## src/rtl/countdown_timer.sv

```systemverilog
// countdown_timer: loadable down-counter with valid/ready load and done pulse.
// Define FORMAL_PROPS_EN to embed safety/liveness properties.
module countdown_timer #(
  parameter int W = 10
) (
  input  logic         clk,
  input  logic         rst,
  input  logic         load_valid,
  output logic         load_ready,
  input  logic [W-1:0] load_value,
  input  logic         pause,
  input  logic         abort,
  output logic [W-1:0] count,
  output logic         busy,
  output logic         done
);

  typedef enum logic [1:0] {
    S_IDLE,
    S_RUN,
    S_DONE
  } state_t;

  state_t         r_state;
  state_t         w_state_nxt;
  logic [W-1:0]   r_count;
  logic [W-1:0]   w_count_nxt;
  logic           w_hs;
  logic           w_last;

  localparam logic [W-1:0] ONE = {{(W-1){1'b0}}, 1'b1};

  assign w_hs   = load_valid && (r_state == S_IDLE);
  assign w_last = (r_count == ONE);

  always_ff @(posedge clk) begin
    if (rst) begin
      r_state <= S_IDLE;
      r_count <= '0;
    end else begin
      r_state <= w_state_nxt;
      r_count <= w_count_nxt;
    end
  end

  always_comb begin
    w_state_nxt = r_state;
    w_count_nxt = r_count;
    unique case (r_state)
      S_IDLE: begin
        if (w_hs) begin
          w_count_nxt = load_value;
          if (load_value != '0) begin
            w_state_nxt = S_RUN;
          end else begin
            w_state_nxt = S_DONE;
          end
        end
      end
      S_RUN: begin
        if (abort) begin
          w_state_nxt = S_IDLE;
          w_count_nxt = '0;
        end else if (!pause) begin
          // RUN always holds count >= 1, so no underflow path
          w_count_nxt = r_count - ONE;
          if (w_last) begin
            w_state_nxt = S_DONE;
          end
        end
      end
      S_DONE: begin
        w_state_nxt = S_IDLE;
        w_count_nxt = '0;
      end
      default: begin
        w_state_nxt = S_IDLE;
        w_count_nxt = '0;
      end
    endcase
  end

  assign load_ready = (r_state == S_IDLE);
  assign busy       = (r_state == S_RUN);
  assign done       = (r_state == S_DONE);
  assign count      = r_count;

`ifdef FORMAL_PROPS_EN
  logic [W-1:0] r_shadow;

  always_ff @(posedge clk) begin
    if (rst) begin
      r_shadow <= '0;
    end else if (w_hs) begin
      r_shadow <= load_value;
    end
  end

  always_ff @(posedge clk) begin
    if (!rst) begin
      a_done_zero: assert (!done || count == '0);
      a_excl: assert (!(busy && done));
      a_bound: assert (!busy || count <= r_shadow);
      a_ready: assert (!load_ready || !busy);
    end
  end

  m_env: assume property (
    @(posedge clk) !rst && !pause && !abort
  );

  a_live: assert property (
    @(posedge clk) busy |-> s_eventually done
  );
`endif

endmodule

```

## config.mk

```make
export PLATFORM = sky130hd
export DESIGN_NAME = countdown_timer
export DESIGN_NICKNAME = d
export VERILOG_FILES = /design/src/rtl/countdown_timer.sv
export SDC_FILE = /design/constraint.sdc
export NUM_CORES = 1
export LEC_CHECK = 0
export ABC_CLOCK_PERIOD_IN_PS = 1700
export CAP_MARGIN = 10
export CORE_ASPECT_RATIO = 0.9
export CORE_MARGIN = 1.5
export CORE_UTILIZATION = 54
export CTS_CLUSTER_DIAMETER = 30
export CTS_CLUSTER_SIZE = 16
export DETAILED_ROUTE_END_ITERATION = 10
export DONT_BUFFER_PORTS = 1
export HOLD_SLACK_MARGIN = 0.02
export PLACE_DENSITY = 0.68
export SKIP_CTS_REPAIR_TIMING = 1
export SLEW_MARGIN = 10
export SYNTH_ARGS = -nofsm -noshare
export SYNTH_HDL_FRONTEND = slang
export SYNTH_SLANG_ARGS = --single-unit
```

## constraint.sdc

```tcl
create_clock -name clk -period 1.7 [get_ports clk]
set_input_delay 0.255 -clock clk [delete_from_list [all_inputs] [get_ports clk]]
set_output_delay 0.255 -clock clk [all_outputs]
set_load 0.05 [all_outputs]
```

* Word-level counts from Yosys, hierarchy flattened
Index checks and enable logic that the tools add are counted.
** Storage, ports and cells
- Flip-flop bits (word level) :: 12
- Logic and storage cells :: 24
** Cells by class
- Add/subtract/negate cells :: 1
- Equality and inequality tests :: 6
- Mux-type cells :: 10
- Reductions and logical operators :: 5
** Operators by type and width (count)
- two-way mux 10 bit :: 3
- case mux 10 bit (2 select lines) :: 1
- == test 10 x 1 -> 1 bit (second input constant) :: 1
- two-way mux 2 bit :: 5
- nonzero test 10 bit :: 1
- subtractor 10 x 1 -> 10 bit (second input constant) :: 1
- case mux 2 bit (2 select lines) :: 1
- != test 3 x 2 -> 1 bit (second input constant) :: 1
- != test 3 bit (second input constant) :: 1
- AND reduction 3 bit :: 1
- == test 2 x 1 -> 1 bit (second input constant) :: 1
- == test 2 bit (second input constant) :: 1
- zero test 2 bit :: 1
- != test 2 x 1 -> 1 bit (second input constant) :: 1
- AND reduction 2 bit :: 1
- logical AND 1 bit :: 1

* Logic depth before layout (Yosys ltp)
- Depth after elaboration :: 5
- Depth in mapped cells :: 6
- Gate-level depth less buffers :: 6

* Least setup slack after synthesis
Ideal clock, no wire load.
- Path type :: register to register
- From :: reg r_count[2], in the netlist count[2]
- To :: reg r_count[6], in the netlist count[6]
- Library setup time :: 132 ps
- Arrival time :: 1795 ps
- Data required time :: 1568 ps
- Setup slack :: -227 ps
- Stages on the path, launching flop included :: 6
- Path buffers :: 1
- Clock period less this slack :: 1927 ps
- Cells stage by stage :: dfxtp_1 -> or4_1 -> buf_2 -> or3b_1 -> a31oi_1 -> a21oi_1
** Between the ends
- Cells in the longest elaborated chain, start to end :: 4
** RTL lines
- start: declaration :: line 26 : logic [W-1:0] r_count;
- start signal: assignment :: line 42 : r_count <= w_count_nxt;
- subtractor 10 x 1 -> 10 bit :: line 66 : w_count_nxt = r_count - ONE;
- two-way mux 10 bit :: line 64 : end else if (!pause) begin
- two-way mux 10 bit :: line 61 : if (abort) begin
- case mux 10 bit (2 select lines) :: line 49 : unique case (r_state)
No other way between the ends. The select of a mux whose other input is x is not followed.
A chain may end at the register's enable or synchronous reset.

* Worst setup path in the final report
- From :: reg r_count[3], in the netlist count[3]
- To :: reg r_count[9], in the netlist count[9]
Same word-level chain as after synthesis.

==> results.sh <==
export IMPL_fin_area_sq_mm=0.001028
export IMPL_synth_seq_area_share=0.2909
export IMPL_cp_start_kind="register"
export IMPL_synth_yosys_warnings=0
export IMPL_finalSetupViolCount=1
export IMPL_finalMaxSlewViolations=0
export IMPL_io_pins=28
export IMPL_cts_reportedPaths_clkPinSlew_ps=80
export IMPL_grt_ovfl_total=0
export IMPL_synth_edf_count=0
export IMPL_tritoncts="done"
export IMPL_synth_top_area_cell="dfxtp_1"
export IMPL_synthesis_area_sq_um=825.8
export IMPL_crit_chain="or4_4 -> nor3_1 -> mux2i_1 -> o311ai_0"
export IMPL_hold_end="count[1]"
export IMPL_irDropWorstVdd_uv=642.1
export IMPL_p_sw_mw=0.4380
export IMPL_holdPathStages=1
export IMPL_area_growth_pct=24.55
export IMPL_grt_pass1_vias=789
export IMPL_post_route_drc_count=0
export IMPL_tightest_slew_ps=578.9
export IMPL_avgSynthCellArea_sq_um=8.176
export IMPL_seqPwrFrac=0.344
export IMPL_synth_cells=101
export IMPL_finalWorstSetupSlack_ps=-90.59
export IMPL_leakage_nw=0.4033
export IMPL_hold_violations=0
export IMPL_internal_power_mw=0.5868
export IMPL_antenna_diode_count=0
export IMPL_p_comb_frac=0.470
export IMPL_nFillCells=123
export IMPL_dieArea_sq_mm=0.001773
export IMPL_worstReg2RegStart="count[3]"
export IMPL_hpwlAfterDp_mm=1.702
export IMPL_synth_ff_type="dfxtp_1"
export IMPL_die_w_um=44.22
export IMPL_grt_start_max_net_pins=14
export IMPL_cts_root_buf="clkbuf_4"
export IMPL_max_freq_ghz=0.5585
export IMPL_yosysUniqueCellTypes=40
export IMPL_min_from="rst"
export IMPL_worstSetupEndpointType="register"
export IMPL_maxCapViolCount=0
export IMPL_reg2reg_depth=4
export IMPL_layout_drive_gt1_share=0.3305
export IMPL_yosys_top_cells_area="dfxtp_1 (29%), nor3_1 (4.2%), a21oi_1 (3.6%)"
export IMPL_ant_nets=0
export IMPL_rr_endpoint="count[9]"
export IMPL_routed_wl_mm=2.398
export IMPL_clk_latency_ps=280
export IMPL_vias=870
export IMPL_relSlewSlack=0.6123
export IMPL_die_height_um=40.10
export IMPL_row_count=13
export IMPL_powerDensity_mw_per_mm2=996.5
export IMPL_path_class="register to register"
export IMPL_pre_cts_slack_ps=66.40
export IMPL_switching_share=0.4274
export IMPL_syn_num_nets=118
export IMPL_min_delay_path_class="primary input to register"
export IMPL_numPortBuffers=0
export IMPL_fin_nets=136
export IMPL_clock_sinks=12
export IMPL_antenna_found_initial=0
export IMPL_drtPass1Iterations=4
export IMPL_tns_ps=-90.59
export IMPL_place_area_sq_um=978.4
export IMPL_skew_ps=4.073
export IMPL_ff2ff_setup_slack_ps=-90
export IMPL_track_usage=0.2745
export IMPL_required_ps=1840
export IMPL_final_common_cell="buf_4"
export IMPL_clock_path_buffers=2
export IMPL_arrival_ps=1930
export IMPL_synth_seq_cells=12
export IMPL_fin_crit_sh=1.053
export IMPL_max_stage_delay_ps=590
export IMPL_status="finished with violations"
export IMPL_vias_per_cell=6.541
export IMPL_cpMaxStageDelayCell="or4_4"
export IMPL_synth_top_area_frac=0.2909
export IMPL_initial_utilization=0.5769
export IMPL_failed_checks="setup timing"
export IMPL_rsz0062_at_grt="yes"
export IMPL_numCtsBuffers=3
export IMPL_finalCriticalPeriod_ps=1791
export IMPL_clock_power_share=0.186
export IMPL_routedWlPerCell_um=18.03
export IMPL_async_reset_ff_frac=0
export IMPL_critPathMaxFanout=6
export IMPL_drt_initial_drc_count=25
export IMPL_cts_max_level=1
export IMPL_grt_pass1_wl_mm=3.470
export IMPL_fp_coreArea_sq_mm=0.001431
export IMPL_place_congestion=0.8240
## kinds of logic after synthesis
logic type / count (synthesis) / synth area share
adders and majority gates: 2 / 0.03030
xor gates and xnor gates: 4 / 0.04243
and+or+nand+nor: 47 / 0.3652
DFF: 12 / 0.2909
buffers and inverters: 11 / 0.05454
AOI/OAI and AO/OA: 22 / 0.1803
muxes: 3 / 0.03637
## routing by layer
layer,track usage,routed length (um),vias up
li1,-,-,418
met1,0.3440,954,400
met2,0.4816,1205,45
met3,0.04505,188,7
met4,0.09848,49,0
met5,0,0,-
## synth_stat cells (all sizes together), types with 2 or more instances
master  number
nor4         4
clkbuf       2
xor2         2
a21oi        6
nor2         7
dfxtp       12
nor4b        3
ha           2
nor3         7
o22ai        3
nand2        6
a221oi       2
buf          3
or4          5
nand4        2
a31oi        3
mux2i        3
or3          2
nor2b        3
xnor2        2
inv          6
## power groups by stage
| stage | combinational (mW) | sequential, mW | clock (mW) |
|---|---|---|---|
| after floorplan | 0.267 | 0.456 | 0 |
| after global placement | 0.458 | 0.355 | 0 |
| after detailed placement | 0.462 | 0.356 | 0 |
| after CTS | 0.464 | 0.349 | 0.194 |
| after global routing | 0.518 | 0.357 | 0.199 |
| final | 0.481 | 0.353 | 0.191 |
## sequential cells by signal, summed over array words and instances, names as in the netlist
name,count
count,10
r_state,2
## how the worst max path moves through the flow
stage                   from       end  slack (ps)  cells past startpoint
global route        count[3]  count[9]        -200                      4
floorplan           count[3]  count[6]         -60                      5
CTS                 count[3]  count[9]          40                      4
finish              count[3]  count[9]         -90                      4
detailed placement  count[3]  count[6]          70                      4
global placement    count[3]  count[6]          90                      4
## final cells by class
cell class / instances / area, sq um / share of cell area
Inverter: 6 / 22.52 / 0.02190
Tap cell: 15 / 18.77 / 0.01825
Clock buffer: 3 / 22.52 / 0.02190
Clock inverter: 1 / 3.754 / 0.003650
Multi-Input combinational cell: 78 / 573.1 / 0.5572
Sequential cell: 12 / 252.7 / 0.2457
Timing Repair Buffer: 18 / 135.1 / 0.1314
## stage by stage
stage,power [mW],util,hold slack [ps],std cells
after floorplan,0.7231,-,374.2,101
after global placement,0.8123,0.6836,319.5,129
after detailed placement,0.8178,0.6836,320.3,129
after CTS,1.007,0.7019,18.75,133
after global routing,1.074,0.7185,22.78,133
final,1.025,0.7185,26.53,133
## critical path: cells and delay by family (launching register included)
family | cells | cell delay (ps)
DFF | 1 | 350
AOI/OAI and AO/OA | 1 | 150
muxes | 1 | 280
and+or+nand+nor | 2 | 870
Power figures use the tool's default switching activity.
